### src/rtl/lsu_pkg.sv
// Shared definitions for the load/store unit.
//   - size encodings used on req_size
//   - FSM state encoding (also exported on the debug port of the top)
//   - the latched request record
//   - misalignment helper used at accept time
package lsu_pkg;

    localparam logic [1:0] SZ_BYTE = 2'b00;
    localparam logic [1:0] SZ_HALF = 2'b01;
    localparam logic [1:0] SZ_WORD = 2'b10;
    localparam logic [1:0] SZ_RSVD = 2'b11;

    typedef enum logic [1:0] {
        ST_IDLE  = 2'b00,
        ST_READ  = 2'b01,
        ST_WRITE = 2'b10,
        ST_RESP  = 2'b11
    } lsu_state_e;

    // Only the low 16 bits of store data are kept: full-word stores take
    // req_wdata straight into write_data at accept, sub-word stores need
    // at most a halfword for the merge.
    typedef struct packed {
        logic        write;
        logic [1:0]  size;
        logic        sgn;
        logic [1:0]  off;
        logic [15:0] wdata;
    } lsu_req_t;

    function automatic logic misaligned(input logic [1:0] size, input logic [1:0] off);
        logic bad;
        bad = 1'b0;
        case (size)
            SZ_HALF: bad = off[0];
            SZ_WORD: bad = (off != 2'b00);
            default: bad = 1'b0;
        endcase
        return bad;
    endfunction

endpackage

### src/rtl/lsu_lane_merge.sv
// Combinational lane logic for the load/store unit (little-endian lanes).
// Ports:
//   word      in  32  word read from memory
//   off       in  2   byte offset within the word (addr[1:0])
//   size      in  2   SZ_BYTE / SZ_HALF / SZ_WORD
//   sgn       in  1   sign-extend sub-word loads
//   wdata     in  16  right-aligned store data for sub-word stores
//   load_data out 32  extracted and extended load result
//   merged    out 32  word with the addressed lane(s) replaced by wdata
module lsu_lane_merge
    import lsu_pkg::*;
(
    input  logic [31:0] word,
    input  logic [1:0]  off,
    input  logic [1:0]  size,
    input  logic        sgn,
    input  logic [15:0] wdata,
    output logic [31:0] load_data,
    output logic [31:0] merged
);

    logic [7:0]  byte_lane;
    logic [15:0] half_lane;

    always_comb begin
        byte_lane = 8'h00;
        case (off)
            2'd0: byte_lane = word[7:0];
            2'd1: byte_lane = word[15:8];
            2'd2: byte_lane = word[23:16];
            default: byte_lane = word[31:24];
        endcase
        half_lane = off[1] ? word[31:16] : word[15:0];
    end

    always_comb begin
        load_data = word;
        case (size)
            SZ_BYTE: load_data = {{24{sgn & byte_lane[7]}}, byte_lane};
            SZ_HALF: load_data = {{16{sgn & half_lane[15]}}, half_lane};
            default: load_data = word;
        endcase
    end

    always_comb begin
        merged = word;
        case (size)
            SZ_BYTE: begin
                case (off)
                    2'd0: merged[7:0]   = wdata[7:0];
                    2'd1: merged[15:8]  = wdata[7:0];
                    2'd2: merged[23:16] = wdata[7:0];
                    default: merged[31:24] = wdata[7:0];
                endcase
            end
            SZ_HALF: begin
                if (off[1]) merged[31:16] = wdata;
                else        merged[15:0]  = wdata;
            end
            default: merged = word;
        endcase
    end

endmodule

### src/rtl/load_store_unit.sv
// Load/store unit between a pipeline and a word-addressed data memory.
// Loads take IDLE->READ->RESP, word stores IDLE->WRITE->RESP, sub-word
// stores do a read-modify-write IDLE->READ->WRITE->RESP, and errored
// requests go IDLE->RESP without touching memory.
// Ports:
//   clk, rst_n        clock, asynchronous active-low reset
//   req_valid/ready   request handshake: a request transfers on a rising
//                     edge where both are high; ready is high only in IDLE
//   req_write, req_size, req_signed, req_addr, req_wdata  request fields
//   resp_valid        one-cycle completion pulse, qualified by resp_error
//   resp_rdata        extended load data (0 for stores and errors)
//   mem_address       word index addr[31:2]
//   write_data        store word
//   sig_mem_read      read strobe (registered)
//   sig_mem_write     write strobe (registered)
//   read_data         combinational memory output
//   fsm_state         current FSM state, for observation
module load_store_unit
    import lsu_pkg::*;
#(
    parameter int DEPTH_WORDS = 256
) (
    input  logic        clk,
    input  logic        rst_n,
    input  logic        req_valid,
    output logic        req_ready,
    input  logic        req_write,
    input  logic [1:0]  req_size,
    input  logic        req_signed,
    input  logic [31:0] req_addr,
    input  logic [31:0] req_wdata,
    output logic        resp_valid,
    output logic [31:0] resp_rdata,
    output logic        resp_error,
    output logic [31:0] mem_address,
    output logic [31:0] write_data,
    output logic        sig_mem_read,
    output logic        sig_mem_write,
    input  logic [31:0] read_data,
    output lsu_state_e  fsm_state
);

    localparam logic [31:0] DEPTH_LIMIT = 32'(DEPTH_WORDS);

    lsu_state_e state_q, state_d;
    lsu_req_t   req_q;
    logic       accept;
    logic       err_now;
    logic [31:0] load_data;
    logic [31:0] merged;

    assign req_ready = (state_q == ST_IDLE);
    assign accept    = req_valid && req_ready;
    assign fsm_state = state_q;

    always_comb begin
        err_now = misaligned(req_size, req_addr[1:0])
               || (req_size == SZ_RSVD)
               || ({2'b00, req_addr[31:2]} >= DEPTH_LIMIT);
    end

    always_ff @(posedge clk or negedge rst_n) begin
        if (!rst_n) state_q <= ST_IDLE;
        else        state_q <= state_d;
    end

    always_comb begin
        state_d = state_q;
        case (state_q)
            ST_IDLE: begin
                if (accept) begin
                    if (err_now)                state_d = ST_RESP;
                    else if (!req_write)        state_d = ST_READ;
                    else if (req_size == SZ_WORD) state_d = ST_WRITE;
                    else                        state_d = ST_READ;
                end
            end
            ST_READ:  state_d = req_q.write ? ST_WRITE : ST_RESP;
            ST_WRITE: state_d = ST_RESP;
            default:  state_d = ST_IDLE;
        endcase
    end

    // Lane logic always looks at the live memory output; its results are
    // only used on the edge that ends READ.
    lsu_lane_merge u_lane (
        .word      (read_data),
        .off       (req_q.off),
        .size      (req_q.size),
        .sgn       (req_q.sgn),
        .wdata     (req_q.wdata),
        .load_data (load_data),
        .merged    (merged)
    );

    // Strobes and response flags are registered from the next state so they
    // line up exactly with the state they belong to and cannot glitch.
    always_ff @(posedge clk or negedge rst_n) begin
        if (!rst_n) begin
            req_q         <= '0;
            sig_mem_read  <= 1'b0;
            sig_mem_write <= 1'b0;
            resp_valid    <= 1'b0;
            resp_error    <= 1'b0;
            resp_rdata    <= '0;
            mem_address   <= '0;
            write_data    <= '0;
        end else begin
            sig_mem_read  <= (state_d == ST_READ);
            sig_mem_write <= (state_d == ST_WRITE);
            resp_valid    <= (state_d == ST_RESP);
            // Errors are only ever known at accept and go straight to RESP.
            resp_error    <= accept && err_now;
            resp_rdata    <= '0;
            if (accept) begin
                req_q.write <= req_write;
                req_q.size  <= req_size;
                req_q.sgn   <= req_signed;
                req_q.off   <= req_addr[1:0];
                req_q.wdata <= req_wdata[15:0];
                mem_address <= {2'b00, req_addr[31:2]};
                write_data  <= req_wdata;
            end
            if (state_q == ST_READ) begin
                if (req_q.write) write_data <= merged;
                else             resp_rdata <= load_data;
            end
        end
    end

endmodule
### config.mk
export PLATFORM = sky130hd
export DESIGN_NAME = load_store_unit
export DESIGN_NICKNAME = d
export VERILOG_FILES = /design/src/rtl/lsu_pkg.sv /design/src/rtl/lsu_lane_merge.sv /design/src/rtl/load_store_unit.sv
export SDC_FILE = /design/constraint.sdc
export NUM_CORES = 1
export LEC_CHECK = 0
export CAP_MARGIN = 10
export CORE_ASPECT_RATIO = 0.75
export CORE_MARGIN = 2
export CORE_UTILIZATION = 40
export DETAILED_ROUTE_END_ITERATION = 8
export HOLD_SLACK_MARGIN = 0.15
export MAX_ROUTING_LAYER = met4
export PLACE_DENSITY = 0.68
export SYNTH_ARGS = -nofsm -noshare
export SYNTH_HDL_FRONTEND = slang
export SYNTH_HIERARCHICAL = 1
export SYNTH_SLANG_ARGS = --single-unit
### constraint.sdc
create_clock -name clk -period 2.15 [get_ports clk]
set_input_delay 0.43 -clock clk [delete_from_list [all_inputs] [get_ports clk]]
set_output_delay 0.43 -clock clk [all_outputs]
set_load 0.005 [all_outputs]
Yosys cells after proc, flatten, opt, wreduce, memory -nomap -nowiden
Cells that the tools add are included.
{"block": "totals", "register_bits": 122, "latch_bits": 0, "ramBits": 0, "rom_bits": 0, "inputBits": 103, "output_inout_bits": 103, "memories": 0}
{"block": "classes", "n_addsub": 0, "mul": 0, "n_div": 0, "n_lt_le_gt_ge": 1, "eq_ne": 11, "shifts": 0, "muxes": 22, "bitwise": 2, "reduce_logical": 9}
{"op": "32-bit 2-to-1 mux", "count": 5}
{"op": "32-bit case mux with 2 select lines", "count": 2}
{"op": "16-bit 2-to-1 mux", "count": 3}
{"op": "8-bit 2-to-1 mux", "count": 4}
{"op": "30-bit by 9-bit greater-or-equal comparator with 1-bit output, second input constant", "count": 1}
{"op": "8-bit case mux with 3 select lines", "count": 1}
{"op": "2-bit equality test, second input constant", "count": 6}
{"op": "2-bit by 1-bit equality test with 1-bit output, second input constant", "count": 5}
{"op": "2-bit 2-to-1 mux", "count": 4}
{"op": "2-bit zero test", "count": 3}
{"op": "2-bit case mux with 3 select lines", "count": 1}
{"op": "3-bit OR reduction", "count": 1}
{"op": "1-bit AND", "count": 2}
{"op": "1-bit logical AND", "count": 2}
{"op": "1-bit logical OR", "count": 2}
{"op": "1-bit case mux with 2 select lines", "count": 1}
{"op": "2-bit nonzero test", "count": 1}
{"op": "1-bit 2-to-1 mux", "count": 1}

Logic depth before layout (Yosys ltp)
Gate-level depths: netlist of run 1.
{"block": "depth", "ltp_word": 8, "ltp_mapped": 9, "depth_no_buf": 6}

Hierarchy
Netlist of run 1, hierarchy kept.
{"mod": "load_store_unit", "n_inst": 1, "cells_each": 476, "area_per_inst_um2": 4874.7, "seq_area_each_um2": 3052.9}
{"mod": "lsu_lane_merge", "n_inst": 1, "cells_each": 251, "area_per_inst_um2": 1757.9, "seq_area_each_um2": 0.0}

Worst setup path after synthesis of run 1
OpenSTA, ideal clock, no wires.
{"block": "synth_path", "path_kind": "register to register", "startpoint": "register, netlist name req_q[16]", "endpoint": "register write_data[0]", "setup_ns": 0.118, "arrival_time_ns": 1.509, "required_time_ns": 2.032, "path_slack_ns": 0.523, "stages_incl_launch_ff": 6, "n_path_buf": 1, "path_cell_list": "dfrtp_1 > buf_6 > and2b_4 > nor3_4 > mux2_2 > a21o_1"}
{"block": "synth_between", "elab_chain_len": 5}
{"item": "2-bit zero test", "line": "lsu_lane_merge.sv:49", "rtl": "case (off)"}
{"item": "8-bit 2-to-1 mux", "line": "lsu_lane_merge.sv:49"}
{"item": "32-bit case mux with 2 select lines", "line": "lsu_lane_merge.sv:47", "rtl": "case (size)"}
{"item": "via merged[0]", "line": "load_store_unit.sv:50", "rtl": "logic [31:0] merged;"}
{"item": "32-bit 2-to-1 mux", "line": "load_store_unit.sv:125", "rtl": "if (req_q.write) write_data <= merged;"}
{"item": "32-bit 2-to-1 mux", "line": "load_store_unit.sv:124", "rtl": "if (state_q == ST_READ) begin"}
{"item": "to (signal assigned)", "line": "load_store_unit.sv:122", "rtl": "write_data <= req_wdata;"}
{"item": "to (signal assigned)", "line": "load_store_unit.sv:125"}
{"item": "to (decl)", "line": "load_store_unit.sv:36", "rtl": "output logic [31:0] write_data,"}
The timed path passes the listed nets, and every way through them passes these cells.
A chain may end at the register's enable or synchronous reset.

Worst setup path after layout of run 1
{"block": "layout_path", "startpoint": "register state_q[1] (netlist: fsm_state[1])", "endpoint": "output req_ready"}
{"block": "layout_between", "elab_chain_len": 1}
{"item": "from (decl)", "line": "load_store_unit.sv:45", "rtl": "lsu_state_e state_q, state_d;"}
{"item": "from (signal assigned)", "line": "load_store_unit.sv:64", "rtl": "else state_q <= state_d;"}
{"item": "2-bit zero test", "line": "load_store_unit.sv:52", "rtl": "assign req_ready = (state_q == ST_IDLE);"}
{"item": "to (decl)", "line": "load_store_unit.sv:26", "rtl": "output logic req_ready,"}
Every way passes these cells.

==> results of run 1 <==
[worst max-delay path, stage by stage (launching register included)]
cell and delay (ns):
dfrtp_1 0.44, inv_2 0.11, ha_4 0.16, clkdlybuf4s50_1 0.51
[cell type report]
type / count / area share
tap: 210 / 0.0275
multi-input combinational: 529 / 0.335
clock buffer: 19 / 0.0474
clock inverter: 13 / 0.0152
timing repair buffer: 232 / 0.246
inverter: 24 / 0.00943
sequential: 122 / 0.320
[power by group]
part	internal, mW	switching (mW)
Combinational	3.57	3.12
Sequential	3.26	0.649
Clock	1.77	1.08
[worst min path at each step]
| stage | slack [ns] | cells after the start | endpoint | startpoint |
|---|---|---|---|---|
| after global placement | 0.44 | 2 | resp_rdata[28] | rst_n |
| after detailed placement | 0.44 | 2 | resp_rdata[23] | rst_n |
| after CTS | 0.47 | 2 | req_q[18] | req_q[18] |
| after floorplan | 0.13 | 0 | fsm_state[0] | rst_n |
| after global routing | 0.50 | 2 | mem_address[8] | mem_address[8] |
| final | 0.47 | 2 | mem_address[17] | mem_address[17] |
[cells by family (layout without fill, tap and decap cells)]
family / Yosys count / in the layout / share of synthesized area
AOI/OAI and AO/OA: 139 / 139 / 0.153
muxes: 47 / 47 / 0.0898
buffers and inverters: 77 / 288 / 0.0604
DFF: 122 / 122 / 0.460
and+or+nand+nor: 334 / 334 / 0.223
other: 1 / 2 / 0.000565
adders and majority gates: 7 / 7 / 0.0132
[stage by stage]
step                      setup TNS [ns]  instance area [sq um]  hold WS, ns  utilization  total power [mW]
after floorplan                        0                   6640        0.134            -              7.73
after global placement                 0                   8930        0.444        0.554              10.5
after detailed placement        -0.00621                   8930        0.439        0.554              10.6
after CTS                              0                   9550        0.475        0.593              13.5
after global routing                   0                   9550        0.496        0.593              14.4
final                                  0                   9550        0.474        0.593              13.4
[routing by layer]
layer  up-vias  GRT usage  part of all wire
met5         -          -                 0
met4         0     0.0556             0.013
li1       2857          -                 -
met2       216      0.316              0.41
met1      2782      0.348              0.50
met3        26     0.0662             0.075
[cell usage after synthesis, types with 16 or more instances]
master	n
a21oi_1	19
and2_1	34
nor2_1	35
o21ai_1	18
mux2_2	19
dfrtp_1	122
inv_1	24
a21o_1	16
clkbuf_1	19
buf_2	16
nand2_1	229
mux2i_1	16
[sequential cells by signal, indices dropped and copies added (netlist names)]
signal and cells:
resp_rdata 32, sig_mem_write 1, resp_valid 1, write_data 32
req_q 22, fsm_state 2, mem_address 30, sig_mem_read 1
resp_error 1
[repair_timing]
action                     4_1_cts  5_1_grt
hold endpoints to repair       122        0
hold buffers                     1        0
pin swaps                        0        0
setup endpoints to repair        1        1
gates resized for setup          2        1
buffers inserted                 1        0
==> out/qor.txt, run 1 <==
critical setup path kind - reg2out
multi-input logic area - 0.00320 sq mm
share of Yosys cell area claimed by the top area cell type - 0.460
clk_lat worst skew - 0.42 ns
Mean Syn Cell Area - 9.12 sq um
Placed Cells - 1115
post-synth cell types - 57
P_leak - 4.41 nW
number of flops mapped to enable cells by yosys - 0
GPL Wtd Cong - 0.866
die area - 0.0176 sq mm
final hold viol count - 0
reg2reg end - resp_rdata[31]
final period utilization - 0.960
root buf cell - clkbuf_16
Die H - 116 microns
Most used DFF post-synth - dfrtp_1
Final Skew - 0.00592 ns
Power Density - 1410 mW/mm^2
# diodes - 0
Synth warnings - 6
post-route ant nets - 0
clk sink count - 122
Fmax - 0.484 GHz
Area growth, synth to finish - 44.0%
critical path capture point type - output port
VDD IR max - 786 uV
fin crit period - 2.06 ns
FF-to-FF path depth - 6
post-synth top area cell - dfrtp_1
flop2flop setup slack - 0.28 ns
Yosys reg bits - 122
nets@finish - 1036
most common cell after layout, fill and taps aside - nand2_1
Routed Wire Length - 19.8 mm
I/O pin total - 206
Horiz. Die Dim - 153 microns
total CTS buffers - 17
worst setup path startpoint - fsm_state[1]
Worst setup SP type - flip-flop
vias in the first global route - 5683
Finished Layout Cells - 1149
max_cap viols - 0
Worst Slack Setup Final - 0.0855 ns
Cell Rows - 40
gr ovfl total - 0
top cells by area, synth - dfrtp_1 (46%), nand2_1 (13%), mux2_2 (3.2%)
reg2reg start - req_q[20]
layout cells sized above 1 - 0.125
Async SR Flop Fraction - 1.00
worst path arrival time - 1.63 ns
DP Worst Slack - -0.00621 ns
port buffer count - 203
dpl hpwl - 14.4 mm
Seq. cell area - 0.00306 sq mm
initial drt markers - 559
DR WL/cell - 17.2 microns
crit-path max FO - 5
WP data required - 1.72 ns
Filler cells - 1415
gate count of the mapped netlist - 727
Slew Limit Fails - 0
initial antenna violation count - 0
Hold Path Class - reg2reg
CTS max path bufs - 2
# setup viols final - 0
TritonCTS clock tree - built
sequential share of the synthesized area - 0.460
Clk pin slew, worst setup/hold paths - 0.06 ns
GRT Resource Usage Total - 0.235
crit path to - req_ready
most frequent cells in the layout - nand2_1 (229), clkdlybuf4s50_1 (202), dfrtp_1 (120), nor2_1 (35), and2_1 (32)
status - finished clean
unrepaired setup endpoints after global routing - no
DRC - 0
Initial Utilization - 0.412
global-route wire length before repair - 31.3 mm
vias per inst - 5.12
pin count of the biggest net entering global routing - 80
CTS H-tree depth - 4
area of the mapped netlist - 0.00663 sq mm
length of the first detailed-routing pass in iterations - 5
core area - 0.0161 sq mm
via count - 5881
Note: power is estimated with default switching activity, not from simulation.
==> inputs of run 2 (changes only) <==
--- a/config.mk
+++ b/config.mk
@@ -6,13 +6,14 @@
 export NUM_CORES = 1
 export LEC_CHECK = 0
 export CAP_MARGIN = 10
-export CORE_ASPECT_RATIO = 0.75
+export CORE_ASPECT_RATIO = 1.1
 export CORE_MARGIN = 2
 export CORE_UTILIZATION = 40
 export DETAILED_ROUTE_END_ITERATION = 8
+export GPL_TIMING_DRIVEN = 0
 export HOLD_SLACK_MARGIN = 0.15
 export MAX_ROUTING_LAYER = met4
-export PLACE_DENSITY = 0.68
+export PLACE_DENSITY_LB_ADDON = 0.12
 export SYNTH_ARGS = -nofsm -noshare
 export SYNTH_HDL_FRONTEND = slang
 export SYNTH_HIERARCHICAL = 1
==> run 2 against run 1 <==
  * Combinational power increased by 5.1%
  * Sequential power about the same
  * Sequential share of layout area decreased by 0.23 points
  * Register-to-register slack got worse by 0.20 ns
  * Power increased by 3.6%
  * Critical path depth unchanged
  * Utilization decreased by 0.32 points
  * Hold slack improved by 0.0048 ns
  * Final cell count increased by 1.8%
  * Flip-flop and latch count unchanged
  * Largest cell class unchanged
  * Largest power group unchanged
  * Highest routed layer unchanged
==> out/qor.txt, run 2 (synthesized netlist as in run 1, its figures left out) <==
Filler cells - 1456
Hold Path Class - reg2reg
status - finished clean
CTS H-tree depth - 4
total power - 13.9 mW
TritonCTS clock tree - built
Fmax - 0.482 GHz
CTS max path bufs - 2
total CTS buffers - 17
dpl hpwl - 16.6 mm
Routed Wire Length - 22.2 mm
Placed Cells - 1136
port buffer count - 203
Finished Layout Cells - 1170
Final Skew - 0.00829 ns
FF-to-FF path depth - 9
layout cells sized above 1 - 0.124
Power Density - 1450 mW/mm^2
Worst setup SP type - flip-flop
I/O pin total - 206
DP Worst Slack - -0.316 ns
P_sw - 5.18 mW
global-route wire length before repair - 34.5 mm
HP Start - mem_address[14]
CP bufs+invs - 2
slew margin rel. - 0.527
reg2reg start - req_q[17]
Die H - 139 microns
max incr delay on CP - 0.52 ns
Worst-Margin Slew - 0.709 ns
unrepaired setup endpoints after global routing - no
clk_lat worst skew - 0.42 ns
most common cell after layout, fill and taps aside - nand2_1
gr ovfl total - 0
Logic pwr share - 0.505
post-route ant nets - 0
slowest stage cell, crit path - clkdlybuf4s50_1
length of the first detailed-routing pass in iterations - 5
P_leak - 4.45 nW
Cell Rows - 49
Clk network pwr share - 0.216
GPL Wtd Cong - 0.988
# setup viols final - 0
DRC - 0
Area growth, synth to finish - 45.0%
# diodes - 0
initial drt markers - 504
DR WL/cell - 19.0 microns
clk sink count - 122
WP data required - 1.72 ns
fin crit period - 2.07 ns
pin count of the biggest net entering global routing - 68
max_cap viols - 0
worst path arrival time - 1.64 ns
crit-path max FO - 5
WHS Path Cells - 2
VDD IR max - 605 uV
die area - 0.0176 sq mm
cell family contributing the most delay on the critical path - buffers and inverters
Crit path depth - 3
via count - 6189
vias in the first global route - 6123
Slew Limit Fails - 0
critical setup path kind - reg2out
Int Pwr - 8.74 mW
core area - 0.0163 sq mm
Worst Slack Setup Final - 0.0766 ns
flop2flop setup slack - 0.08 ns
GRT Resource Usage Total - 0.264
sequential share of power - 0.279
critical path capture point type - output port
Clk pin slew, worst setup/hold paths - 0.06 ns
biggest regs - resp_rdata x32, write_data x32, mem_address x30
most frequent cells in the layout - nand2_1 (229), clkdlybuf4s50_1 (202), dfrtp_1 (122), nor2_1 (35), and2_1 (34)
final hold viol count - 0
vias per inst - 5.29
initial antenna violation count - 0
Worst Hold End - mem_address[14]
final period utilization - 0.964
Switching Fraction - 0.372
crit-path cells - inv_2 > ha_4 > clkdlybuf4s50_1
root buf cell - clkbuf_16
Horiz. Die Dim - 127 microns
nets@finish - 1063
Initial Utilization - 0.407
reg2reg end - write_data[30]
==> run 2: changes by cell type in the layout (fill, tap and decap cells not counted), moves of 4 or more <==
cell	change
buf_2	+16
buf_1	+4
buf_12	-7
buf_6	+6
clkbuf_1	+18
buf_4	-13
==> run 2: stage by stage <==
stage	instance area, sq um	TNS, ns	hold slack [ns]	util
finish	9620	0	0.479	0.590
detailed placement	8950	-3.20	0.416	0.549
global placement	8920	-521.55	0.457	0.547
global route	9620	0	0.498	0.590
floorplan	6640	0	0.134	-
CTS	9600	0	0.481	0.589
==> run 2: how the worst max path moves through the flow <==
stage,startpoint,endpoint,slack (ns)
after floorplan,req_q[16],write_data[0],0.52
after global placement,rst_n,mem_address[20],-4.26
after detailed placement,req_size[0],sig_mem_write,-0.32
after CTS,fsm_state[1],req_ready,0.04
after global routing,fsm_state[1],req_ready,0.008
final,fsm_state[1],req_ready,0.08
==> run 2: what timing repair did <==
item / in CTS / in global routing
hold buffers: 1 / 0
endpoints found under the setup margin: 2 / 3
gates resized for setup: 3 / 3
setup buffers: 1 / 0
endpoints found under the hold margin: 55 / 0
==> run 2: power groups by stage <==
stage	registers (mW)	clock network [mW]	logic (mW)
detailed placement	3.92	0	6.89
global placement	3.91	0	6.83
global route	3.99	3.17	7.67
finish	3.89	3.01	7.03
CTS	3.89	3.05	6.98
floorplan	3.84	0	3.89
==> run 2: area by class of cell <==
type                    count  area [sq um]  area share
clock buffers              19           453      0.0471
flip-flops and latches    122          3050       0.317
multi-input cells         529          3210       0.334
inverters                  24          90.1     0.00937
well taps                 204           255      0.0265
plain buffers              53           312      0.0324
repair buffers            206          2080       0.216
clock inverters            13           168      0.0174
==> run 2: worst min-delay path, delay by kind of cell (launching register included) <==
kind / cells / cell delay (ns)
DFF: 1 / 0.34
and+or+nand+nor: 2 / 0.10
==> run 2: layer usage <==
metal / vias up / global-route usage / part of all wire
li1: 2912 / - / -
met1: 2931 / 0.337 / 0.43
met2: 296 / 0.396 / 0.46
met3: 50 / 0.0671 / 0.078
met4: 0 / 0.120 / 0.040
met5: - / - / 0
==> variant 1: new RTL, settings of run 1 <==
Remove the register `resp_error`: a continuous assignment takes its place, so the output `resp_error` follows one clock earlier. Comments in the files are not updated.
--- a/src/rtl/load_store_unit.sv
+++ b/src/rtl/load_store_unit.sv
@@ -103,3 +103,2 @@
             resp_valid    <= 1'b0;
-            resp_error    <= 1'b0;
             resp_rdata    <= '0;
@@ -112,3 +111,2 @@
             // Errors are only ever known at accept and go straight to RESP.
-            resp_error    <= accept && err_now;
             resp_rdata    <= '0;
@@ -130,2 +128,4 @@
 
+    assign resp_error = accept && err_now;
+
 endmodule
Check against the original RTL: not equivalent (Yosys sat finds a counterexample within 4 cycles, from zero or initial values and one cycle with rst_n low).
==> variant 1 against run 1 <==
Synthesized area shrank 0.38%. Wire length grew 3.5%. Sequential cell count shrank 1. Critical endpoint is now resp_error. Clock power grew 5%. Setup slack gained 36 ps. Sequential power shrank 1%. Highest routed layer unchanged. Power grew 1.4%. Design area grew 2.7%. Largest cell class unchanged.
==> variant 1: results (changes against run 1) <==
stage	metric	value	unit	change
placement	place_area	9130	um2	+2.2%
clock_tree	cts_max_path_buffers	2		unchanged
worst_setup_path	worst_r2r_endpoint	write_data[9]		
clock_tree	path_clk_slew	50	ps	
timing	finClkSkew	7.53	ps	+1.60 ps
finish	n_antenna_cell	0		unchanged
global_route	track_usage	0.245		+0.0102
finish	largestRegisters	resp_rdata x32, write_data x32, mem_address x30		
worst_setup_path	reg2reg_depth	4		-2
worst_setup_path	worstPathArrival	1600	ps	-30 ps
timing	fmax	493	MHz	+1.8%
placement	dp_hpwl	15.1	mm	+4.5%
finish	instances_no_fill	1187		+3.3%
placement	place_congestion	0.911		+5.2%
drt	drtPass1Iterations	6		+1
power_and_ir_drop	p_leak	4.62	nW	+4.7%
drt	totalWireLength	20.5	mm	+3.5%
drt	wl_met1	9.73	mm	-2.5%
global_route	grt_pass1_wl	32.3	mm	+3.2%
worst_hold_path	hold_class	input port to register		
logic_synthesis	synth_area_leaders	dfrtp_1, nand2_1, mux2_2		
worst_setup_path	path_delay_family	simple AND/OR/NAND/NOR gates		
drt	drt-initial-drc-count	543		-2.9%
finish	nFillCells	1388		-1.9%
worst_setup_path	slowest_stage	nor4_4		
finish	drive_above_1_share	0.171		+0.0463
placement	port_buffers	203		unchanged
logic_synthesis	synth.top_cells.by_count	nand2_1, dfrtp_1, nor2_1, and2_1, inv_1		
worst_setup_path	worstPathMaxFanout	2		-3
global_route	grt_pass1_vias	5933		+4.4%
logic_synthesis	synth-adder-area-share	0.0133		+0.0000500
placement	pre_cts_ws	-774	ps	-767 ps
worst_hold_path	hold_path_end	mem_address[9]		
global_route	antenna_found_initial	0		unchanged
power_and_ir_drop	intPower	0.00879	W	+2.1%
placement	dp_cells	1149		+3.0%
power_and_ir_drop	ir_drop	658	uV	-16%
power_and_ir_drop	p_comb	0.00678	W	+1%
worst_setup_path	critPathCapture	resp_error		
worst_hold_path	hp-start	req_addr[11]		
power_and_ir_drop	p_total	0.0136	W	+1.4%
drt	route.met3.wl	1.94	mm	+31%
worst_setup_path	r2r_slack	220	ps	-60 ps
logic_synthesis	synth_area_per_cell	9.10	um2	-0.24%
logic_synthesis	muxShareOfSynthArea	0.0901		+0.000340
worst_setup_path	r2r-start	req_q[17]		
logic_synthesis	synth_compound_area_frac	0.154		+0.000580
clock_tree	clock_latency	420	ps	about the same
status	outcome	finished clean		
drt	wl_met2	8.50	mm	+5.6%
global_route	grt_max_degree	71		-11%
timing	hold_ws	257	ps	-217 ps
power_and_ir_drop	pg_clk	0.00300	W	+5%
worst_setup_path	crit_path_max_incr_delay	300	ps	-210 ps
worst_setup_path	startpoint	req_addr[15]		
worst_hold_path	hold_depth	3		+1
drt	via_per_inst	5.10		-0.35%
logic_synthesis	ys_seq_area_frac	0.458		-0.00204
==> variant 1: layer usage <==
layer | vias up | track usage
met5 | - | -
met4 | 0 | 0.0698
met3 | 18 | 0.0701
met2 | 270 | 0.337
met1 | 2835 | 0.352
li1 | 2931 | -
==> variant 1: cell type report <==
| cell class | instances | area [um2] | area share |
|---|---|---|---|
| multi-input combinational | 529 | 3240 | 0.330 |
| sequential | 121 | 3030 | 0.309 |
| timing repair buffer | 272 | 2570 | 0.262 |
| clock buffer | 19 | 443 | 0.0452 |
| tap | 210 | 263 | 0.0268 |
| clock inverter | 12 | 174 | 0.0177 |
| inverter | 24 | 90.1 | 0.00918 |
==> variant 1: what timing repair did <==
action	CTS	global route
hold buffers	1	0
setup buffers	6	0
resized for setup	33	21
pin swaps	10	9
endpoints found under the hold margin	31	0
setup endpoints to repair	2	1
==> variant 1: worst register-to-register path: stages (launching register included) <==
cell      delay, ps
dfrtp_2         530
buf_4           310
mux2_2          360
a221oi_1        490
a21o_1          180
==> variant 2: new RTL, settings of run 1 <==
Made on the original files. Change the parameter `DEPTH_WORDS` from 256 to 192.
--- a/src/rtl/load_store_unit.sv
+++ b/src/rtl/load_store_unit.sv
@@ -20,3 +20,3 @@
 #(
-    parameter int DEPTH_WORDS = 256
+    parameter int DEPTH_WORDS = 192
 ) (
Formal check against the unedited RTL: not equivalent (Yosys sat finds a counterexample within 4 cycles, from zero or initial values and one cycle with rst_n low).
==> variant 2 against run 1 <==
Design area grew 0.58%. Power grew 0.74%. Setup slack gained 8.3 ps. Global-route usage grew 1.0 points. Sequential cell count is the same. Synthesized area shrank 0.21%. Wire length grew 2.7%. Largest power group unchanged.
==> variant 2: results (changes against run 1) <==
stage	metric	value	unit	change
worst_setup_path	r2r-start	req_q[16]		
finish	nFillCells	1426		+0.78%
worst_hold_path	hp-start	mem_address[21]		
finish	fin_nets	1047		+1.1%
worst_setup_path	worstPathMaxFanout	5		unchanged
logic_synthesis	synthArstFlopShare	1.00		unchanged
timing	finClkSkew	12.0	ps	+6.08 ps
drt	vias	6085		+3.5%
placement	dp_hpwl	15.0	mm	+3.8%
placement	place_congestion	0.904		+4.5%
worst_hold_path	hold_path_end	mem_address[21]		
timing	finalHoldViolCount	0		unchanged
worst_setup_path	worst_r2r_endpoint	write_data[9]		
logic_synthesis	ys_types	54		-5.3%
clock_tree	numCtsBuffers	17		unchanged
status	outcome	finished clean		
global_route	grt_max_degree	64		-20%
worst_hold_path	hold_depth	2		unchanged
global_route	grt_pass1_wl	32.5	mm	+3.8%
drt	drt-initial-drc-count	557		-0.36%
power_and_ir_drop	ir_drop	730	uV	-7.1%
power_and_ir_drop	p_leak	4.46	nW	+1.1%
global_route	grt_pass1_vias	5868		+3.3%
logic_synthesis	synth_area_leaders	dfrtp_1, nand2_1, mux2_2		
global_route	track_usage	0.245		+0.0101
finish	drive_above_1_share	0.133		+0.00803
worst_setup_path	startpoint	fsm_state[0]		
drt	totalWireLength	20.3	mm	+2.7%
clock_tree	path_clk_slew	60	ps	about the same
clock_tree	root_buffer	clkbuf_16		
logic_synthesis	ys_seq_area_frac	0.461		+0.000957
placement	place_area	8980	um2	+0.60%
logic_synthesis	synth.top_cells.by_count	nand2_1, dfrtp_1, nor2_1, and2_1, o21ai_0		
-- variant 2: worst max path at each step --
stage,endpoint,slack (ps),cells after the start
after floorplan,sig_mem_write,480,5
after global placement,sig_mem_write,-6,6
after detailed placement,sig_mem_write,-110,6
after CTS,req_ready,3,3
after global routing,req_ready,10,3
final,req_ready,90,3
-- variant 2: cell families after synthesis --
| logic type | synth area share |
|---|---|
| adders and majority gates | 0.0132 |
| DFF | 0.461 |
| and+or+nand+nor | 0.222 |
| buffers and inverters | 0.0601 |
| other | 0.000567 |
| muxes | 0.0900 |
| AOI/OAI and AO/OA | 0.152 |
-- variant 2: what timing repair did --
action | 4_1_cts | 5_1_grt
setup buffers | 1 | 0
cloned | 0 | 0
endpoints found under the hold margin | 32 | 0
setup endpoints to repair | 1 | 1
resized for setup | 1 | 2
hold buffers | 1 | 0
-- variant 2: routing by layer --
metal,vias to the layer above,wire length (um),GRT usage
met1,2907,10100,0.365
met3,18,1890,0.0739
met4,0,262,0.0623
li1,2884,-,-
met2,276,8060,0.322
met5,-,0,-
-- variant 2: power breakdown --
group / total [W] / switching (W) / leakage (nW) / internal (W)
combinational: 0.00676 / 0.00317 / 2.61 / 0.00359
sequential: 0.00392 / 0.000655 / 1.55 / 0.00326
clock: 0.00287 / 0.00111 / 0.292 / 0.00176
-- variant 2: final cells by class --
cell class | count | area, um2 | share of cell area
Tap cell | 210 | 263 | 0.0273
Timing Repair Buffer | 240 | 2410 | 0.251
Sequential cell | 122 | 3060 | 0.318
Clock inverter | 14 | 160 | 0.0167
Multi-Input combinational cell | 532 | 3190 | 0.332
Inverter | 24 | 90.1 | 0.00937
Clock buffer | 18 | 439 | 0.0457
-- variant 2: stage by stage --
stage / cells / worst slack (ps) / hold slack, ps / total power [W]
after floorplan: 732 / 479 / 134 / 0.00770
after global placement: 1126 / -5.91 / 421 / 0.0106
after detailed placement: 1126 / -108 / 420 / 0.0106
final: 1160 / 93.8 / 469 / 0.0135
after CTS: 1160 / 2.90 / 476 / 0.0136
after global routing: 1160 / 11.0 / 486 / 0.0145
-- variant 2: worst max-delay path: stages, from the launching register on --
cell and delay, ps:
dfrtp_1 430, inv_2 100, ha_4 160, clkdlybuf4s50_1 510
